--- config.mk ---
export PLATFORM = sky130hd
export DESIGN_NAME = bpc_packet_deframer
export DESIGN_NICKNAME = d
export VERILOG_FILES = /design/src/rtl/bpc_packet_deframer.sv
export SDC_FILE = /design/constraint.sdc
export NUM_CORES = 2
export LEC_CHECK = 0
export BUFFER_PORTS_ARGS = -buffer_cell sky130_fd_sc_hd__clkbuf_2
export CAP_MARGIN = 20
export CORE_ASPECT_RATIO = 1.5
export CORE_MARGIN = 1.5
export CORE_UTILIZATION = 40
export CTS_BUF_LIST = sky130_fd_sc_hd__clkbuf_8
export CTS_CLUSTER_SIZE = 12
export DETAILED_ROUTE_END_ITERATION = 6
export SLEW_MARGIN = 20
export SYNTH_ARGS = -nofsm -noshare
export SYNTH_HDL_FRONTEND = slang
export SYNTH_SLANG_ARGS = --single-unit
--- constraint.sdc ---
create_clock -name clk -period 37.6 [get_ports clk]
set_input_delay 3.76 -clock clk [delete_from_list [all_inputs] [get_ports clk]]
set_output_delay 3.76 -clock clk [all_outputs]
set_load 0.005 [all_outputs]
--- src/rtl/bpc_packet_deframer.sv ---
// rtl/bpc_packet_deframer.sv - reassembles fixed-length framed beats into one block for the decompressors
module bpc_packet_deframer #(
  parameter int D_BITWIDTH    = 64,
  parameter int BEATS         = 8,
  parameter int BCNT_BITWIDTH = $clog2(BEATS),
  parameter int ERR_BITWIDTH  = 16
) (
  input  logic                          clk,
  input  logic                          rst,
  input  logic [D_BITWIDTH-1:0]         data_i,
  input  logic                          valid_i,
  input  logic                          sop_i,
  input  logic                          eop_i,
  input  logic [1:0]                    mode_i,
  output logic                          ready_o,
  output logic [D_BITWIDTH*BEATS-1:0]   block_o,
  output logic [1:0]                    mode_o,
  output logic                          valid_o,
  input  logic                          ready_i,
  output logic                          err_o,
  output logic [ERR_BITWIDTH-1:0]       err_cnt_o
);

  typedef enum logic {ST_IDLE, ST_COLLECT} state_e;

  state_e                            state_q, state_d;
  logic [BCNT_BITWIDTH-1:0]          bcnt_q, bcnt_d;
  logic [BEATS-1:0][D_BITWIDTH-1:0]  buf_q, buf_d, block_q;
  logic [1:0]                        amode_q, amode_d, mode_q;
  logic                              valid_q, valid_d;
  logic                              err_q, err_d;
  logic [ERR_BITWIDTH-1:0]           err_cnt_q;
  logic                              load;
  logic                              last_slot;
  logic                              accept;

  // Stall only the completing beat when the output register is still occupied.
  assign last_slot = (bcnt_q == BCNT_BITWIDTH'(BEATS-1));
  assign ready_o   = !(state_q == ST_COLLECT && last_slot && valid_q && !ready_i);
  assign accept    = valid_i && ready_o;

  always_comb begin
    state_d = state_q;
    bcnt_d  = bcnt_q;
    buf_d   = buf_q;
    amode_d = amode_q;
    err_d   = 1'b0;
    load    = 1'b0;
    if (accept) begin
      if (state_q == ST_IDLE || sop_i) begin
        if (sop_i && mode_i != 2'b00) begin
          buf_d[0] = data_i;
          amode_d  = mode_i;
          bcnt_d   = BCNT_BITWIDTH'(1);
          state_d  = ST_COLLECT;
          err_d    = (state_q == ST_COLLECT);
        end else begin
          err_d   = 1'b1;
          bcnt_d  = '0;
          state_d = ST_IDLE;
        end
      end else if (!last_slot) begin
        if (eop_i) begin
          err_d   = 1'b1;
          bcnt_d  = '0;
          state_d = ST_IDLE;
        end else begin
          buf_d[bcnt_q] = data_i;
          bcnt_d        = bcnt_q + 1'b1;
        end
      end else begin
        if (eop_i) begin
          buf_d[bcnt_q] = data_i;
          load          = 1'b1;
        end else begin
          err_d = 1'b1;
        end
        bcnt_d  = '0;
        state_d = ST_IDLE;
      end
    end
    valid_d = load || (valid_q && !ready_i);
  end

  always_ff @(posedge clk or posedge rst) begin
    if (rst) begin
      state_q   <= ST_IDLE;
      bcnt_q    <= '0;
      buf_q     <= '0;
      amode_q   <= 2'b00;
      block_q   <= '0;
      mode_q    <= 2'b00;
      valid_q   <= 1'b0;
      err_q     <= 1'b0;
      err_cnt_q <= '0;
    end else begin
      state_q <= state_d;
      bcnt_q  <= bcnt_d;
      buf_q   <= buf_d;
      amode_q <= amode_d;
      valid_q <= valid_d;
      err_q   <= err_d;
      if (load) begin
        block_q <= buf_d;
        mode_q  <= amode_q;
      end
      if (err_d && err_cnt_q != {ERR_BITWIDTH{1'b1}}) begin
        err_cnt_q <= err_cnt_q + 1'b1;
      end
    end
  end

  assign block_o   = block_q;
  assign mode_o    = mode_q;
  assign valid_o   = valid_q;
  assign err_o     = err_q;
  assign err_cnt_o = err_cnt_q;

endmodule

; Yosys cells after proc, flatten, opt, wreduce, memory -nomap -nowiden
; Cells that the tools add are included.
; Widths: inputs -> output; s select.
[totals]
regBits = 1050
in_bits = 72
out_inout_bits = 533
word_cells = 73
[op_classes]
add_sub_neg = 2
order_cmp = 2
n_eq_ne = 2
mux = 27
n_bitwise = 1
n_reduce_logical = 16
[op_table]
columns = operator, count
row1 = $mux 512, 4
row2 = $bwmux 512, 1
row3 = $mux 448, 1
row4 = $demux 64 s3, 1
row5 = $mux 64, 3
row6 = $add 16x1->16 const B, 1
row7 = $ne 16x16->1 const B, 1
row8 = $mux 1, 14
row9 = $mux 3, 3
row10 = $logic_and 1x1->1, 8
row11 = $lt 3x4->1 const B, 1
row12 = $add 3x1->3 const B, 1
row13 = $eq 3x3->1 const B, 1
row14 = $ge 3x1->1 const B, 1
row15 = $reduce_and 3->1, 1
row16 = $reduce_bool 3->1, 1
row17 = $logic_not 1->1, 2
row18 = $logic_or 1x1->1, 2
row19 = $reduce_and 2->1, 1
row20 = $reduce_bool 2->1, 1
row21 = $not 1->1, 1

; Depth between registers and ports, before layout
[depth]
depth_word = 9
mapped_depth = 11
depth_no_buf = 8

; Worst setup path before layout
; OpenSTA, ideal clock, no wires.
[synth_timing]
kind = input-to-output
startpoint = in ready_i
endpoint = out ready_o
arrival_time_ns = 3.963
required_time_ns = 33.840
slack_ns = 29.877
path_stages = 1
n_path_buf = 0
cell_sequence = nand4b_1
[synth_between]
elab_chain_len = 3
[synth_lines]
columns = element, line
row1 = start: declaration, 19  ; input logic ready_i,
row2 = $logic_not 1->1, 39  ; assign ready_o = !(state_q == ST_COLLECT && last_slot && valid_q && !ready_i);
row3 = $logic_and 1x1->1, 39
row4 = $logic_not 1->1, 39
row5 = end: declaration, 15  ; output logic ready_o,
; Every way passes these cells.

; Worst setup path after layout
; Ends and elaborated chain as after synthesis.

==> results_dict.tcl <==
set metrics [dict create \
    crit_arrival_ns 4.28 \
    post-route-util_pct 48.04 \
    final_cell_mix "dfrtp_1 (1050), mux2_2 (791), clkbuf_2 (604), clkbuf_8 (199), mux2_4 (161)" \
    dieWidth_um 261 \
    synth-edff-count 0 \
    row_count 141 \
    fin_crit_sh_pct 21.39 \
    place_area_mm2 0.04412 \
    cts_buffer_depth 3 \
    gp_congestion 0.7976 \
    syn_nets 2369 \
    drt_drc_violations_left 0 \
    core_area_mm2 0.09879 \
    grt_max_degree 192 \
    cts_resized 0 \
    synth_area_mm2 0.03994 \
    worstMarginPinSlew_ns 1.026 \
    yosysWarningCount 0 \
    multiInputGateArea_mm2 0.01292 \
    dr_total_vias 21760 \
    post_synth.cell_area_avg_um2 17.43 \
    grt-ovfl-total 0 \
    rsz0062_at_grt "no" \
    area_growth_pct 18.83 \
    cp-start-kind "input port" \
    vias_per_cell 4.957 \
    powerDensity_mw_per_mm2 47.79 \
    n_fill_cell 8665 \
    worst_slack_ns 29.56 \
    cts_sinks 1050 \
    drt-initial-drc-count 975 \
    fin_skew_ns 0.04975 \
    io_pins 605 \
    crit_path_end "ready_o" \
    ant_nets 0 \
    timing.fmax_mhz 124.3 \
    finalInstanceArea_mm2 0.04746 \
    grt_use_total_pct 19.85 \
    setup.worst_path.start "ready_i" \
    hpwl_um 64750 \
    cts_tree "done" \
    post_drt_wl_per_cell_um 22.72 \
    rr_endpoint "block_o[32]$_DFFE_PP0P_" \
    vdd_drop_max_mv 0.03639 \
    root_buffer "clkbuf_8" \
    worst_skew_pair.late_latency_ns 0.84 \
    grt_first_pass_wirelength_um 152600 \
    critPathMaxFanout 3 \
    setup_viol 0 \
    drv_cap 0 \
    whs_path_depth 1 \
    grt_pass1_vias 24040 \
    ys_types 46 \
    clk_pin_slew_worst_paths_ns 0.06 \
    relSlewSlack_pct 31.61 \
    period_needed_ns 8.042 \
    hold_path.class "reg2reg" \
    start_util_pct 40.43 \
    layout_commonest_cell "dfrtp_1" \
    finalHoldViolations 0 \
    cts_made_buffers 157 \
    drive_gt1_share_pct 59.23 \
    antenna_found_initial 3 \
    dp_slack_ns 29.57 \
    syn_inst 2292 \
    seq_area_frac_synth_pct 65.79 \
    outcome "finished clean" \
    ff2ff_path_depth 8 \
    htreeDepth 4 \
    synthArstFlopShare_pct 100.0 \
    r2r_start "bcnt_q[1]$_DFFE_PP0N_" \
    dieArea_mm2 0.1018 \
    dr.pass1.iters 4 \
    drv_slew 0 \
    critPathRequiredTime_ns 33.84 \
    final-seq-area_mm2 0.02628 \
    ys_ff_latch 1050 \
    cts_setup_buffers 0 \
    setup_tns_ns 0 \
    wirelength_um 99720 \
    final_nets 3050 \
    die_h_um 390 \
    endpoint_kind "output port" \
    r2r_slack_ns 33.06 \
    leakagePower_nw 25.39 \
    critical_path_class "in2out" \
    synth-main-ff-cell "dfrtp_1" \
    io_buffers 604 \
    whs_ns 0.4773 \
    cts_hold_buf 0 \
]
[through the flow]
stage | instances | power (mW)
CTS | 4384 | 2.304
global placement | 4100 | 1.318
finish | 4389 | 2.268
global route | 4388 | 2.367
detailed placement | 4100 | 1.327
floorplan | 2292 | 1.288
[layout make-up]
type                            count  share of cell area, %
Clock buffer                      199                  5.771
Clock inverter                     85                  1.194
Inverter                            7                0.07118
Timing Repair Buffer              632                  6.960
Sequential cell                  1050                  55.36
Multi-Input combinational cell   1125                  27.23
Antenna cell                        4                0.02109
Tap cell                         1287                  3.393
[power by group]
part           switching (mW)  leakage [nW]  internal (mW)
sequential             0.0160          14.4           1.18
combinational          0.0638          9.11         0.0460
clock                   0.445          1.88          0.520
total                   0.525          25.4           1.74
[how the worst min path moves through the flow]
stage                     slack (ns)               endpoint                    from
after global routing            0.49    buf_q[70]$_DFF_PP0_     buf_q[70]$_DFF_PP0_
after CTS                       0.48    buf_q[70]$_DFF_PP0_     buf_q[70]$_DFF_PP0_
after floorplan                 0.43  mode_o[0]$_DFFE_PP0P_  amode_q[0]$_DFFE_PP0P_
final                           0.48    buf_q[71]$_DFF_PP0_     buf_q[71]$_DFF_PP0_
after detailed placement        0.47    buf_q[70]$_DFF_PP0_     buf_q[70]$_DFF_PP0_
after global placement          0.45  mode_o[1]$_DFFE_PP0P_  amode_q[1]$_DFFE_PP0P_
[cells in the mapped netlist, types with 2 or more instances]
master | number | share of area [%]
xor2_1 | 2 | 0.044
dfrtp_1 | 1050 | 66
xnor2_1 | 13 | 0.29
buf_8 | 6 | 0.23
mux2_2 | 791 | 22
nor2_1 | 2 | 0.019
nor4_4 | 2 | 0.11
and3_1 | 3 | 0.047
inv_1 | 6 | 0.056
o21ai_0 | 5 | 0.063
ha_1 | 5 | 0.16
nor3_2 | 2 | 0.050
nand2b_1 | 2 | 0.031
buf_2 | 50 | 0.63
clkbuf_1 | 26 | 0.24
mux2_4 | 161 | 6.1
buf_4 | 2 | 0.038
nand4_1 | 7 | 0.11
nand3_1 | 7 | 0.088
and4_1 | 5 | 0.11
buf_6 | 26 | 0.73
a21oi_1 | 2 | 0.025
nand2_1 | 17 | 0.16
and2_1 | 3 | 0.047
mux2_1 | 76 | 2.1
[critical path: stages]
cell and delay, ns:
clkbuf_2 0.10, nand4b_1 0.25, clkbuf_2 0.18
[metal layers]
metal	wire length (µm)	vias up	share of wire, %	GRT usage (%)
met5	0	-	0	0
met2	48290	603	48	32.09
li1	-	9510	-	-
met1	40490	11470	41	24.11
met4	3658	0	3.7	8.161
met3	7286	173	7.3	6.880
[kinds of logic after synthesis]
family                     synth area share, %
xor gates and xnor gates                0.3290
buffers and inverters                    1.933
adders and majority gates               0.1566
muxes                                    30.50
AOI/OAI and AO/OA                       0.2193
DFF                                      65.79
and+or+nand+nor                          1.075
[flip-flops by register name, indices dropped and copies added (netlist names)]
| signal | cells |
|---|---|
| amode_q | 2 |
| bcnt_q | 3 |
| block_o | 512 |
| buf_q | 512 |
| err_cnt_o | 16 |
| err_o | 1 |
| mode_o | 2 |
| state_q | 1 |
| valid_o | 1 |
No activity file was read; power rests on OpenSTA's default activity.
